**config.mk**
```make
export PLATFORM = sky130hd
export DESIGN_NAME = cia_bus_initiator_flat
export DESIGN_NICKNAME = d
export VERILOG_FILES = /design/src/rtl/cia_bus_initiator_if.sv /design/src/rtl/cia_bus_initiator.sv /design/src/flat_wrapper.sv
export SDC_FILE = /design/constraint.sdc
export NUM_CORES = 1
export LEC_CHECK = 0
export BUFFER_PORTS_ARGS = -buffer_cell sky130_fd_sc_hd__buf_2
export CAP_MARGIN = 10
export CORE_UTILIZATION = 51
export DETAILED_ROUTE_END_ITERATION = 8
export PLACE_DENSITY = 0.82
export SYNTH_ARGS = -nofsm -noshare
export SYNTH_HDL_FRONTEND = slang
export SYNTH_SLANG_ARGS = --single-unit
```
**constraint.sdc**
```tcl
create_clock -name clk -period 3.2 [get_ports clk]
set_input_delay 0 -clock clk [delete_from_list [all_inputs] [get_ports clk]]
set_output_delay 0 -clock clk [all_outputs]
set_load 0.005 [all_outputs]
```
**src/rtl/cia_bus_initiator_if.sv**
```systemverilog
// ---------------------------------------------------------------------------
// cia_bus_initiator_if
//
// Groups the host request/response handshake and the CIA peripheral bus
// used by cia_bus_initiator.
//
// Signals
//   phi2_p, phi2_n   single-clk strobes at the Phi2 rising / falling edges
//   req_valid/ready  host request handshake (transfer when both high)
//   req_rw           1 = read, 0 = write
//   req_rs           register select of the request
//   req_wdata        write data of the request
//   rsp_valid        one-clk completion pulse (reads and writes)
//   rsp_rdata        read data of the last completed read
//   rsp_auto         response came from an automatic interrupt-status read
//   cs_n, rw, rs     peripheral chip select, direction, register select
//   db_out           data towards the peripheral (its db_in)
//   db_in            data from the peripheral (its db_out)
//   irq_n            peripheral interrupt request, active-low
//   busy             initiator is not idle
//
// Modports
//   master  the initiator side
//   slave   the host/peripheral side
// ---------------------------------------------------------------------------
interface cia_bus_initiator_if;
    logic       phi2_p;
    logic       phi2_n;

    logic       req_valid;
    logic       req_ready;
    logic       req_rw;
    logic [3:0] req_rs;
    logic [7:0] req_wdata;

    logic       rsp_valid;
    logic [7:0] rsp_rdata;
    logic       rsp_auto;

    logic       cs_n;
    logic       rw;
    logic [3:0] rs;
    logic [7:0] db_out;
    logic [7:0] db_in;
    logic       irq_n;

    logic       busy;

    modport master (
        input  phi2_p, phi2_n,
        input  req_valid, req_rw, req_rs, req_wdata,
        output req_ready,
        output rsp_valid, rsp_rdata, rsp_auto,
        output cs_n, rw, rs, db_out,
        input  db_in, irq_n,
        output busy
    );

    modport slave (
        output phi2_p, phi2_n,
        output req_valid, req_rw, req_rs, req_wdata,
        input  req_ready,
        input  rsp_valid, rsp_rdata, rsp_auto,
        input  cs_n, rw, rs, db_out,
        output db_in, irq_n,
        input  busy
    );
endinterface

```
**src/rtl/cia_bus_initiator.sv**
```systemverilog
// ---------------------------------------------------------------------------
// cia_bus_initiator
//
// Turns host register requests into single CIA bus cycles aligned to Phi2.
// A request is accepted in IDLE, waits for the next Phi2 rising strobe,
// drives the bus until the Phi2 falling strobe, then spends one clk in
// CAPTURE where read data is sampled. Every completed access produces a
// one-clk rsp_valid pulse.
//
// Optional feature (macro CIA_IRQ_AUTOACK_EN): a low irq_n triggers an
// automatic read of the interrupt control register (register select ICR_RS),
// reported with rsp_auto = 1. Without the macro irq_n is ignored and
// rsp_auto is constant 0.
//
// Parameters
//   ICR_RS  register select used for automatic interrupt-status reads
//
// Ports
//   clk  system clock, rising edge
//   res  synchronous active-high reset
//   bus  cia_bus_initiator_if.master (handshake, response, CIA bus, busy)
// ---------------------------------------------------------------------------
module cia_bus_initiator #(
    parameter logic [3:0] ICR_RS = 4'hD
) (
    input  logic                   clk,
    input  logic                   res,
    cia_bus_initiator_if.master    bus
);

    typedef enum logic [1:0] {
        IDLE    = 2'd0,
        WAIT_P  = 2'd1,
        ACCESS  = 2'd2,
        CAPTURE = 2'd3
    } state_t;

    state_t     state, state_d;

    // Latched request, held from acceptance until the bus cycle starts
    logic       lat_rw, lat_rw_d;
    logic [3:0] lat_rs, lat_rs_d;
    logic [7:0] lat_wdata, lat_wdata_d;

    // Registered bus and response outputs
    logic       cs_n_q, cs_n_d;
    logic       rw_q, rw_d;
    logic [3:0] rs_q, rs_d;
    logic [7:0] db_out_q, db_out_d;
    logic       rsp_valid_q, rsp_valid_d;
    logic [7:0] rsp_rdata_q, rsp_rdata_d;

    logic       phi_p;
    logic       phi_n;
    logic       auto_start;

    // A coincident falling strobe is discarded so the rising edge wins
    assign phi_p = bus.phi2_p;
    assign phi_n = bus.phi2_n & ~bus.phi2_p;

`ifdef CIA_IRQ_AUTOACK_EN
    logic irq_s;
    logic arm;
    logic lat_auto, lat_auto_d;
    logic rsp_auto_q, rsp_auto_d;

    // arm re-enables only after irq_s has been seen high, so a level that
    // stays low after an auto-read does not retrigger it
    always_ff @(posedge clk) begin
        if (res) begin
            irq_s <= 1'b1;
            arm   <= 1'b0;
        end else begin
            irq_s <= bus.irq_n;
            if (auto_start)
                arm <= 1'b0;
            else if (irq_s)
                arm <= 1'b1;
        end
    end

    assign auto_start   = (state == IDLE) && !irq_s && arm;
    assign bus.rsp_auto = rsp_auto_q;
`else
    assign auto_start   = 1'b0;
    assign bus.rsp_auto = 1'b0;
`endif

    // Gating with res keeps the handshake closed while reset is held
    assign bus.req_ready = (state == IDLE) && !res && !auto_start;
    assign bus.busy      = (state != IDLE) && !res;

    assign bus.cs_n      = cs_n_q;
    assign bus.rw        = rw_q;
    assign bus.rs        = rs_q;
    assign bus.db_out    = db_out_q;
    assign bus.rsp_valid = rsp_valid_q;
    assign bus.rsp_rdata = rsp_rdata_q;

    always_comb begin
        state_d     = state;
        lat_rw_d    = lat_rw;
        lat_rs_d    = lat_rs;
        lat_wdata_d = lat_wdata;
        cs_n_d      = cs_n_q;
        rw_d        = rw_q;
        rs_d        = rs_q;
        db_out_d    = db_out_q;
        rsp_valid_d = 1'b0;
        rsp_rdata_d = rsp_rdata_q;
`ifdef CIA_IRQ_AUTOACK_EN
        lat_auto_d  = lat_auto;
        rsp_auto_d  = 1'b0;
`endif

        case (state)
            IDLE: begin
                if (auto_start) begin
                    lat_rw_d    = 1'b1;
                    lat_rs_d    = ICR_RS;
                    lat_wdata_d = 8'h00;
`ifdef CIA_IRQ_AUTOACK_EN
                    lat_auto_d  = 1'b1;
`endif
                    state_d     = WAIT_P;
                end else if (bus.req_valid) begin
                    lat_rw_d    = bus.req_rw;
                    lat_rs_d    = bus.req_rs;
                    lat_wdata_d = bus.req_wdata;
`ifdef CIA_IRQ_AUTOACK_EN
                    lat_auto_d  = 1'b0;
`endif
                    state_d     = WAIT_P;
                end
            end

            // The acceptance clk is spent in IDLE, so a strobe coinciding
            // with the handshake is never seen here
            WAIT_P: begin
                if (phi_p) begin
                    cs_n_d   = 1'b0;
                    rw_d     = lat_rw;
                    rs_d     = lat_rs;
                    db_out_d = lat_wdata;
                    state_d  = ACCESS;
                end
            end

            ACCESS: begin
                if (phi_n) begin
                    cs_n_d  = 1'b1;
                    rw_d    = 1'b1;
                    state_d = CAPTURE;
                end
            end

            CAPTURE: begin
                rsp_valid_d = 1'b1;
                if (lat_rw)
                    rsp_rdata_d = bus.db_in;
`ifdef CIA_IRQ_AUTOACK_EN
                rsp_auto_d  = lat_auto;
`endif
                state_d     = IDLE;
            end

            default: begin
                state_d = IDLE;
            end
        endcase
    end

    always_ff @(posedge clk) begin
        if (res) begin
            state       <= IDLE;
            cs_n_q      <= 1'b1;
            rw_q        <= 1'b1;
            rs_q        <= 4'h0;
            db_out_q    <= 8'h00;
            rsp_valid_q <= 1'b0;
            rsp_rdata_q <= 8'h00;
        end else begin
            state       <= state_d;
            cs_n_q      <= cs_n_d;
            rw_q        <= rw_d;
            rs_q        <= rs_d;
            db_out_q    <= db_out_d;
            rsp_valid_q <= rsp_valid_d;
            rsp_rdata_q <= rsp_rdata_d;
        end
    end

    // Request latch is always loaded in IDLE before it is used
    always_ff @(posedge clk) begin
        lat_rw    <= lat_rw_d;
        lat_rs    <= lat_rs_d;
        lat_wdata <= lat_wdata_d;
    end

`ifdef CIA_IRQ_AUTOACK_EN
    always_ff @(posedge clk) begin
        lat_auto <= lat_auto_d;
        if (res)
            rsp_auto_q <= 1'b0;
        else
            rsp_auto_q <= rsp_auto_d;
    end
`endif

endmodule

```
**src/flat_wrapper.sv**
```systemverilog
// flat-port wrapper written by rule: the top's interface ports become plain ports
module cia_bus_initiator_flat 
#(
    parameter logic [3:0] ICR_RS = 4'hD
)
  (clk, res, bus_phi2_p, bus_phi2_n, bus_req_valid, bus_req_rw, bus_req_rs, bus_req_wdata, bus_req_ready, bus_rsp_valid, bus_rsp_rdata, bus_rsp_auto, bus_cs_n, bus_rw, bus_rs, bus_db_out, bus_db_in, bus_irq_n, bus_busy);
  cia_bus_initiator_if bus_i ();
  input  logic clk;
  input  logic res;
  input wire logic [$bits(bus_i.phi2_p)-1:0] bus_phi2_p;
  input wire logic [$bits(bus_i.phi2_n)-1:0] bus_phi2_n;
  input wire logic [$bits(bus_i.req_valid)-1:0] bus_req_valid;
  input wire logic [$bits(bus_i.req_rw)-1:0] bus_req_rw;
  input wire logic [$bits(bus_i.req_rs)-1:0] bus_req_rs;
  input wire logic [$bits(bus_i.req_wdata)-1:0] bus_req_wdata;
  output wire logic [$bits(bus_i.req_ready)-1:0] bus_req_ready;
  output wire logic [$bits(bus_i.rsp_valid)-1:0] bus_rsp_valid;
  output wire logic [$bits(bus_i.rsp_rdata)-1:0] bus_rsp_rdata;
  output wire logic [$bits(bus_i.rsp_auto)-1:0] bus_rsp_auto;
  output wire logic [$bits(bus_i.cs_n)-1:0] bus_cs_n;
  output wire logic [$bits(bus_i.rw)-1:0] bus_rw;
  output wire logic [$bits(bus_i.rs)-1:0] bus_rs;
  output wire logic [$bits(bus_i.db_out)-1:0] bus_db_out;
  input wire logic [$bits(bus_i.db_in)-1:0] bus_db_in;
  input wire logic [$bits(bus_i.irq_n)-1:0] bus_irq_n;
  output wire logic [$bits(bus_i.busy)-1:0] bus_busy;
  assign bus_i.phi2_p = bus_phi2_p;
  assign bus_i.phi2_n = bus_phi2_n;
  assign bus_i.req_valid = bus_req_valid;
  assign bus_i.req_rw = bus_req_rw;
  assign bus_i.req_rs = bus_req_rs;
  assign bus_i.req_wdata = bus_req_wdata;
  assign bus_req_ready = bus_i.req_ready;
  assign bus_rsp_valid = bus_i.rsp_valid;
  assign bus_rsp_rdata = bus_i.rsp_rdata;
  assign bus_rsp_auto = bus_i.rsp_auto;
  assign bus_cs_n = bus_i.cs_n;
  assign bus_rw = bus_i.rw;
  assign bus_rs = bus_i.rs;
  assign bus_db_out = bus_i.db_out;
  assign bus_i.db_in = bus_db_in;
  assign bus_i.irq_n = bus_irq_n;
  assign bus_busy = bus_i.busy;
  cia_bus_initiator #(.ICR_RS(ICR_RS)) u_core (.clk(clk), .res(res), .bus(bus_i));
endmodule
```
==> impl_metrics.csv <==
group,metric,value,unit
run_status,status,"finished clean",
timing,period_share,49.71,%
timing,finalHoldViolCount,0,
yosys,syn_area,1424,sq um
die,io_pins,53,
power_and_ir_drop,p_per_area,640.0,nW/um^2
critical_path,crit_fanout,13,
timing,setup_slack,1609,ps
critical_path,critPathRequiredTime,3180,ps
timing,final-setup-viol-count,0,
power_and_ir_drop,power.leakage,0.8461,nW
clocking,post-cts-setup-buffers,0,
placement,place_hpwl,1985,microns
timing,skew,9.670,ps
global_routing,grt_max_degree,30,
critical_path,critPathTopFamily,"simple AND/OR/NAND/NOR gates",
global_routing,gr-usage-all-layers,21.99,%
global_routing,grt_pass1_wl,4443,microns
global_routing,antenna_found_initial,0,
placement,port_buffers,50,
timing,rsz0062_at_grt,"no",
routing,vias,1205,
routing,drt_first_iter_violations,35,
critical_path,cp.arrival,1570,ps
die,die_w,54.84,microns
die,coreArea,2567,sq um
final_layout,nets,242,
die,core.rowCount,18,
routing,final_antenna_net_count,0,
clocking,htree_levels,2,
die,die-area,3007,sq um
timing,slew_headroom,60.77,%
timing,min_period,1591,ps
critical_path,crit_path_start_kind,"register",
critical_path,cp_num_buf_inv,1,
clocking,cts.repair.resized,0,
routing,viasPerCell,5.000,
critical_path,worst-setup-path-type,"reg2reg",
yosys,postSynthAreaPerCell,10.17,sq um
die,start_util,55.46,%
routing,first_pass_iters,5,
yosys,syn_nets,172,
clocking,ctsHoldBuffers,21,
yosys,synth_seq_area_share,62.57,%
critical_path,crit_path_max_incr_delay,530,ps
yosys,ys_ff_latch,38,
run,maxCapViolations,0,
final_layout,area_growth,37.52,%
clocking,clock_path_buffers,2,
die,die_y,54.84,microns
yosys,yosysWarningCount,0,
clocking,cts_buffers,5,
timing,fmax,0.6287,GHz
power_and_ir_drop,ir_worst_vdd,0.6752,mV
routing,drc,0,
clocking,cts_root_buf,"clkbuf_4",
yosys,ys_types,23,
critical_path,path_cells,"inv_1, ha_1, and2_1",
yosys,synthCells,140,
clocking,cts_tree,"done",
placement,dpl_worst_slack,1614,ps
timing,slew_viol_final,0,
timing,whs,95.76,ps
timing,worst_pin_slew,588.4,ps
global_routing,grt_pass1_vias,1058,
critical_path,cp-end-kind,"register",
final_layout,fillCellCount,185,
clocking,clkLatencyLatePin,340,ps
routing,routed_wl,3053,microns
timing,setup_tns,0,ps
final_layout,drive_gt1_share,28.44,%
final_layout,antenna-diode-count,0,
placement,gp_congestion,0.7362,
critical_path,cp_slowest_cell,"and2_1",
routing,wl_per_cell,12.67,microns
global_routing,grt_overflow,0,
clocking,path_clk_slew,110,ps
clocking,cts_sinks,38,
worst_hold_path,hold_path_class,"in2reg",
## worst register-to-register path: stages, from the launching register on
cell,delay (ps)
dfxtp_1,370
inv_1,100
ha_1,230
and2_1,530
## power by group
| group | total (W) | internal, W | switching, W |
|---|---|---|---|
| logic | 0.000318 | 0.000144 | 0.000173 |
| clock network | 0.000289 | 0.000131 | 0.000159 |
| registers | 0.000646 | 0.000600 | 0.0000468 |
## metal layers
| metal | track usage (%) | up-vias | wire (microns) | part of all wire, % |
|---|---|---|---|---|
| met5 | 0 | - | 0 | 0 |
| met4 | 10.68 | 0 | 29 | 0.95 |
| met3 | 6.667 | 4 | 167 | 5.5 |
| met2 | 38.96 | 42 | 1644 | 54 |
| met1 | 23.33 | 555 | 1212 | 40 |
| li1 | - | 604 | - | - |
## cells by family after synthesis
logic type               after synthesis  share of synthesized area [%]
AND/OR/NAND/NOR                       57                          18.19
flip-flops                            38                          62.57
AO/OA/AOI/OAI                         25                          9.579
buffers and inverters                 12                          3.603
adder cells (fa/ha/maj)                5                          4.394
multiplexers                           2                          1.406
other                                  1                         0.2634
## Yosys cell counts (all sizes together)
library cell	instances	share of area [%]
nand2	34	9.0
dfxtp	25	35
a21oi	22	7.7
edfxtp	13	27
nand3	8	2.8
buf	5	1.8
ha	5	4.4
nand2b	5	2.2
inv	4	1.1
clkbuf	3	0.79
nor2	3	0.79
nor2b	3	1.3
and2	2	0.88
mux2i	2	1.4
a222oi	1	0.70
and4bb	1	0.88
conb	1	0.26
nor3	1	0.35
o21a	1	0.53
o2bb2ai	1	0.62
## worst paths after layout
kind,startpoint,end,slack [ps],cells past startpoint
worst max-delay path,u_core.state[0],u_core.lat_rs[0],1610,3
worst min-delay path,bus_phi2_n,u_core.state[1],100,4
worst max register to register,u_core.state[0],u_core.lat_rs[0],1610,3
worst min register to register,u_core.bus.rs[3],u_core.bus.rs[3],460,2
## registers in the layout, indices dropped and copies added (netlist names)
register and flops:
u_core.bus.rw 1, u_core.bus.rsp_rdata 8, u_core.lat_rs 4, u_core.bus.db_out 8, u_core.bus.rs 4, u_core.state 2
u_core.bus.cs_n 1, u_core.bus.rsp_valid 1, u_core.lat_rw 1, u_core.lat_wdata 8
## cell usage in the layout (no fill, tap or decap), drive strengths merged
| cell | instances |
|---|---|
| o2bb2ai | 1 |
| nand2 | 34 |
| inv | 4 |
| and2 | 2 |
| a222oi | 1 |
| and4bb | 1 |
| nand3 | 8 |
| dfxtp | 25 |
| nor3 | 1 |
| buf | 50 |
| a21oi | 22 |
| ha | 5 |
| clkinv | 2 |
| o21a | 1 |
| nor2 | 3 |
| conb | 1 |
| dlygate4sd3 | 21 |
| nand2b | 5 |
| nor2b | 3 |
| edfxtp | 13 |
| clkbuf | 6 |
| mux2i | 2 |
## area by class of cell
| type | instances | area (sq um) | share of cell area, % |
|---|---|---|---|
| Tap cell | 30 | 37.54 | 1.917 |
| Sequential cell | 38 | 890.9 | 45.50 |
| Clock inverter | 2 | 10.01 | 0.5112 |
| Multi-Input combinational cell | 90 | 481.7 | 24.60 |
| Timing Repair Buffer | 71 | 460.4 | 23.51 |
| Inverter | 4 | 15.01 | 0.7668 |
| Clock buffer | 6 | 62.56 | 3.195 |
## stage by stage
step	utilization [%]	instance area [sq um]	instances	power [W]
6_report	76.27	1958	241	0.001253
5_1_grt	76.27	1958	241	0.001328
4_1_cts	76.27	1958	241	0.001259
3_5_place_dp	65.25	1675	212	0.0009562
3_3_place_gp	65.25	1675	212	0.0009356
2_1_floorplan	-	1424	140	0.0008508
(Power assumes the default switching activity.)
